File: src/rtl/mem_arbiter_pkg.sv
// Shared types for the two-requester RAM port arbiter: lock states and requester ids.
package mem_arbiter_pkg;

  typedef enum logic [1:0] {
    IDLE  = 2'd0,
    LOCK0 = 2'd1,
    LOCK1 = 2'd2
  } lock_state_t;

  typedef logic req_id_t;

  localparam req_id_t REQ_CPU = 1'b0;
  localparam req_id_t REQ_DBG = 1'b1;

endpackage

File: src/rtl/mem_arbiter.sv
// Arbitrates one byte-enable RAM port between CPU (m0) and debug (m1) with lock support.
// Define MEM_ARB_ROUND_ROBIN_EN for round-robin contention; default is fixed m0 priority.
module mem_arbiter
  import mem_arbiter_pkg::*;
#(
  parameter int DATA_WIDTH = 32,
  parameter int ADDR_WIDTH = 10
) (
  input  logic                      clk,
  input  logic                      rst_n,
  input  logic                      m0_req,
  input  logic                      m0_lock,
  input  logic [DATA_WIDTH/8-1:0]   m0_we,
  input  logic [ADDR_WIDTH-1:0]     m0_addr,
  input  logic [DATA_WIDTH-1:0]     m0_wdata,
  output logic                      m0_gnt,
  output logic                      m0_rvalid,
  output logic [DATA_WIDTH-1:0]     m0_rdata,
  input  logic                      m1_req,
  input  logic                      m1_lock,
  input  logic [DATA_WIDTH/8-1:0]   m1_we,
  input  logic [ADDR_WIDTH-1:0]     m1_addr,
  input  logic [DATA_WIDTH-1:0]     m1_wdata,
  output logic                      m1_gnt,
  output logic                      m1_rvalid,
  output logic [DATA_WIDTH-1:0]     m1_rdata,
  output logic                      ram_en,
  output logic [DATA_WIDTH/8-1:0]   ram_we,
  output logic [ADDR_WIDTH-1:0]     ram_addr,
  output logic [DATA_WIDTH-1:0]     ram_di,
  input  logic [DATA_WIDTH-1:0]     ram_do
);

  localparam int NB = DATA_WIDTH / 8;

  lock_state_t state_q, state_d;
  logic        gnt0, gnt1;
  logic        rvalid0_q, rvalid1_q;
  req_id_t     favour;

`ifdef MEM_ARB_ROUND_ROBIN_EN
  req_id_t ptr_q;

  // Pointer hands contention to whoever was not served by the latest grant.
  always_ff @(posedge clk or negedge rst_n) begin
    if (!rst_n)
      ptr_q <= REQ_CPU;
    else if (gnt0)
      ptr_q <= REQ_DBG;
    else if (gnt1)
      ptr_q <= REQ_CPU;
  end

  assign favour = ptr_q;
`else
  assign favour = REQ_CPU;
`endif

  always_ff @(posedge clk or negedge rst_n) begin
    if (!rst_n)
      state_q <= IDLE;
    else
      state_q <= state_d;
  end

  // A lock is taken only on a granted access and dropped by any cycle with lock low.
  always_comb begin
    state_d = state_q;
    case (state_q)
      IDLE: begin
        if (gnt0 && m0_lock)
          state_d = LOCK0;
        else if (gnt1 && m1_lock)
          state_d = LOCK1;
      end
      LOCK0:   if (!m0_lock) state_d = IDLE;
      LOCK1:   if (!m1_lock) state_d = IDLE;
      default: state_d = IDLE;
    endcase
  end

  // Grants are gated by rst_n so the RAM port is quiet while reset is held.
  always_comb begin
    gnt0 = 1'b0;
    gnt1 = 1'b0;
    if (rst_n) begin
      case (state_q)
        IDLE: begin
          if (m0_req && m1_req) begin
            gnt0 = (favour == REQ_CPU);
            gnt1 = (favour == REQ_DBG);
          end else begin
            gnt0 = m0_req;
            gnt1 = m1_req;
          end
        end
        LOCK0:   gnt0 = m0_req;
        LOCK1:   gnt1 = m1_req;
        default: ;
      endcase
    end
  end

  always_ff @(posedge clk or negedge rst_n) begin
    if (!rst_n) begin
      rvalid0_q <= 1'b0;
      rvalid1_q <= 1'b0;
    end else begin
      rvalid0_q <= gnt0 && (m0_we == '0);
      rvalid1_q <= gnt1 && (m1_we == '0);
    end
  end

  assign m0_gnt    = gnt0;
  assign m1_gnt    = gnt1;
  assign m0_rvalid = rvalid0_q;
  assign m1_rvalid = rvalid1_q;
  assign m0_rdata  = ram_do;
  assign m1_rdata  = ram_do;

  assign ram_en   = gnt0 | gnt1;
  assign ram_we   = gnt0 ? m0_we : (gnt1 ? m1_we : {NB{1'b0}});
  assign ram_addr = gnt1 ? m1_addr : m0_addr;
  assign ram_di   = gnt1 ? m1_wdata : m0_wdata;

endmodule

File: config.mk
export PLATFORM = sky130hd
export DESIGN_NAME = mem_arbiter
export DESIGN_NICKNAME = d
export VERILOG_FILES = /design/src/rtl/mem_arbiter_pkg.sv /design/src/rtl/mem_arbiter.sv
export SDC_FILE = /design/constraint.sdc
export NUM_CORES = 1
export LEC_CHECK = 0
export ABC_AREA = 1
export CAP_MARGIN = 40
export CORE_AREA = 2 2 96 98
export DETAILED_ROUTE_END_ITERATION = 7
export DIE_AREA = 0 0 98 100
export PLACE_DENSITY = 0.72
export REMOVE_ABC_BUFFERS = 1
export SYNTH_ARGS = -nofsm -noshare
export SYNTH_HDL_FRONTEND = slang
export SYNTH_SLANG_ARGS = --single-unit
File: constraint.sdc
create_clock -name clk -period 1.5 [get_ports clk]
set_clock_uncertainty 0.1 [all_clocks]
set_input_delay 0.15 -clock clk [delete_from_list [all_inputs] [get_ports clk]]
set_output_delay 0.15 -clock clk [all_outputs]
set_load 0.02 [all_outputs]
After elaboration in Yosys (flattened, before gate mapping)

Index checks and enable logic that the tools add are counted.

Reduce and logical (&&, ||, !) cells: 9
$lt $le $gt $ge: 0
Mux-type cells: 15
Bitwise logic cells: 1
Equal/unequal tests: 5
Shift-type cells: 0
Add/subtract/negate cells: 0
Divide/modulo/power cells: 0
$mul: 0

Operator list:

| cell                                          | count |
|---|---|
| 2-to-1 mux 32 bit                             | 1 |
| 2-to-1 mux 10 bit                             | 1 |
| zero test 4 bit                               | 2 |
| 2-to-1 mux 2 bit                              | 4 |
| 2-to-1 mux 4 bit                              | 2 |
| one-hot mux 2 bit (3 select lines)            | 1 |
| logical AND 1 bit                             | 5 |
| 2-to-1 mux 1 bit                              | 4 |
| inequality test 2 bit, second input constant  | 2 |
| one-hot mux 1 bit (2 select lines)            | 2 |
| inequality test 3 bit, second input constant  | 1 |
| AND reduction 3 bit                           | 1 |
| == test 2 x 1 -> 1 bit, second input constant | 1 |
| == test 2 bit, second input constant          | 1 |
| zero test 2 bit                               | 1 |
| bitwise OR 1 bit                              | 1 |

Memories: 0
Output and inout bits: 115
Bits in read-only memories: 0
Bits in latches: 0
Register bits: 4
Word-level logic and storage cells: 33
Input bits: 130
Memory bits (writable): 0

Depth between registers and ports, before layout

Depth after elaboration: 8
Gate-level depth with buffers: 7
Gate-level depth less buffers: 5

Worst setup path before layout

OpenSTA, ideal clock, no wires.

Kind: flip-flop to output port
From: reg state_q[1]
To: out ram_we[3]
Stages on the path, launching flop included: 4
Arrival: 1,171 ps
Required time: 1,250 ps
Slack: 79 ps
Buffers on the path: 0
Cell sequence: dfrtp_1 > inv_2 > nand3_1 > o21ai_0

Word-level cells in the longest chain between the ends: 5
Elaborated cells between the ends (all ways): 9
Classes of those cells: eq/ne (2); mux (6); reduce/logical (1)

RTL lines:

| item                                             | RTL line           | text |
|---|---|---|
| from (decl)                                      | mem_arbiter.sv:36  | `lock_state_t state_q, state_d;` |
| from (signal assigned)                           | mem_arbiter.sv:63  | `state_q <= state_d;` |
| == test 2 bit or zero test 2 bit (tied branches) | mem_arbiter.sv:87  | `case (state_q)` |
| one-hot mux 1 bit (2 select lines)               | mem_arbiter.sv:87  |  |
| 2-to-1 mux 1 bit                                 | mem_arbiter.sv:86  | `if (rst_n) begin` |
| 2-to-1 mux 4 bit                                 | mem_arbiter.sv:122 | `assign ram_we = gnt0 ? m0_we : (gnt1 ? m1_we : {NB{1'b0}});` |
| 2-to-1 mux 4 bit (*)                             | mem_arbiter.sv:122 |  |
| to (decl)                                        | mem_arbiter.sv:28  | `output logic [DATA_WIDTH/8-1:0] ram_we,` |

Every way passes the cells marked *; elsewhere a longest branch is shown, timed or not.

Worst setup path after layout

From: reg state_q[1]
To: out ram_di[10]

Word-level cells in the longest chain between the ends: 4
Elaborated cells between the ends (all ways): 5
Classes of those cells: eq/ne (1); mux (3); reduce/logical (1)

RTL lines:

| item                                             | RTL line           | text |
|---|---|---|
| == test 2 bit or zero test 2 bit (tied branches) | mem_arbiter.sv:87  |  |
| one-hot mux 1 bit (2 select lines) (*)           | mem_arbiter.sv:87  |  |
| 2-to-1 mux 1 bit (*)                             | mem_arbiter.sv:86  |  |
| 2-to-1 mux 32 bit (*)                            | mem_arbiter.sv:124 | `assign ram_di = gnt1 ? m1_wdata : m0_wdata;` |
| to (decl)                                        | mem_arbiter.sv:30  | `output logic [DATA_WIDTH-1:0] ram_di,` |

Marked as above.

==> out/metrics.cfg <==
[status]
outcome=finished, violations left
violations=negative setup slack

[drt]
via_count=1863
drc=0
routed_via_density=4.14
dr.first_iter.drc_count=33
wire_per_inst_um=17.8
drt_first_pass_iters=4
routed_wl_um=8000
antenna_left=0

[sta]
max_freq_mhz=581
drv_slew=0
worst_slew_pin_slew_ns=0.235
setup_viol=49
fin_tns_setup_ns=-7.07
finalHoldViolations=0
period_share_pct=115
relSlewSlack_pct=84.3
hold_slack_ns=0.200
finalCriticalPeriod_ns=1.72
rsz0062_at_grt=true
final.setup.worst_slack_ns=-0.220

[power_and_ir_drop]
p_int_mw=0.813
total_power_mw=1.27
ir_drop_v=0.000182
p_clk_share_pct=17.8
switching_share_pct=36.0
power.share.sequential_pct=9.1
p_switching_mw=0.458
combPwrFrac_pct=73.1
leakage_nw=1.38
power_density_nw_per_um2=443

[cts]
clock-root-buffer=clkbuf_8
htreeDepth=1
clock_sinks=4
clk_pin_slew_ns=0.03
clk_latency_ns=0.21
cts_tree=built
clockBufferDepth=2
numCtsBuffers=3

[setup_path]
worstPathArrival_ns=1.47
startpoint_type=flop
path_max_fanout=14
end_kind=output pin
worstSetupPathType=reg -> out
required_ns=1.25

[floorplanning]
core_um2=8890
die_area_um2=9800
fp-row-count=35
dieWidth_um=98
num_io_pins=245
die_h_um=100
start_util_pct=15.0

[placement]
gp_congestion=0.744
place_ws_ns=-0.738
port-buffer-count=148
hpwlAfterDp_um=6380
dp_cells=436

[global_route]
grt-ovfl-total=0
grt_pass1_vias=1892
grt_antenna_before_repair=0
grt_pass1_wl_um=11100
grt_max_degree=28
grt_usage_pct=14.9

[finish]
fin_cells=450
fin_nets=471
layout_common_cells=clkdlybuf4s50_1, nand2_1, buf_6
drive_above_1_share_pct=36.9
diodes=0
synthToLayoutAreaGrowth_pct=115
final_common_cell=clkdlybuf4s50_1

[synth]
syn-instance-count=237
synth.distinct_cells=17
syn-cell-area_um2=1330
yosysWarnings=0
seq_area_frac_synth_pct=7.52
ys_ff_latch=4
syn_avg_cell_area_um2=5.62

[flow_run]
max-cap-violations=0

[min_path]
hp-class=in -> out

logic make-up after synthesis:
family	after synthesis	synth area share, %
compound gates	5	2.35
buf+inv	85	46.3
flops	4	7.52
simple gates	143	43.8
metal layers:
layer / part of all wire, % / up-vias / GRT usage, %
met5: 0.74 / - / 11.3
met4: 0.38 / 2 / 1.60
met3: 22 / 6 / 14.2
met2: 42 / 196 / 21.9
met1: 35 / 805 / 15.4
li1: - / 854 / -
Yosys cell counts, drive strengths merged:
cell type,count,share of area (%)
a211oi,1,0.56
nand3,4,1.5
nor3,1,0.38
nand2,130,38
clkinv,1,0.28
inv,11,3.1
dfrtp,4,7.5
o21ai,1,0.38
buf,73,43
nand4,4,1.9
nor2,4,1.7
o22ai,3,1.4
critical path, stage by stage, from the launching register on:
cell     delay [ns]
dfrtp_1        0.38
buf_4          0.15
nor2_4         0.12
nor2_4         0.06
buf_12         0.13
buf_12         0.14
nand2_1        0.07
nand2_1        0.07
buf_6          0.13
final timing paths:
path,end,startpoint,slack [ns],cells past startpoint
max,ram_di[10],state_q[1],-0.22,8
min,m1_rdata[24],ram_do[24],0.20,0
max reg2reg,m1_rvalid,state_q[0],0.12,7
min reg2reg,state_q[1],state_q[0],0.51,3
max in group asynchronous,state_q[0],rst_n,0.62,3
min in group asynchronous,state_q[1],rst_n,0.58,3
what timing repair did:
action | 4_1_cts | 5_1_grt
hold endpoints to repair | 4 | 0
endpoints found under the setup margin | 49 | 49
pin swaps | 2 | 8
gates resized for setup | 284 | 46
gates cloned | 2 | 1
hold buffers | 1 | 0
setup buffers | 5 | 2
metrics by stage:
stage / utilization, % / area, um2
6_report: 32.2 / 2870
5_1_grt: 32.2 / 2870
4_1_cts: 30.1 / 2670
3_5_place_dp: 28.2 / 2510
3_3_place_gp: 28.2 / 2510
2_1_floorplan: - / 759
flip-flops by register name (all words and copies together), names as in the netlist:
register and cells:
m0_rvalid 1, state_q 2, m1_rvalid 1
layout make-up:
class / count / area [um2]
sequential: 4 / 100
timing repair buffer: 172 / 1780
multi-input combinational: 148 / 763
inverter: 12 / 46.3
clock buffer: 3 / 41.3
fill: 947 / 6020
tap: 111 / 139
power by group through the flow:
stage	Clock, mW	Combinational (mW)	Sequential (mW)
2_1_floorplan	0	0.277	0.117
3_3_place_gp	0	0.808	0.116
3_5_place_dp	0	0.817	0.116
4_1_cts	0.232	0.864	0.115
5_1_grt	0.240	0.991	0.115
6_report	0.226	0.929	0.115
Note: power is estimated with default switching activity, not from simulation.
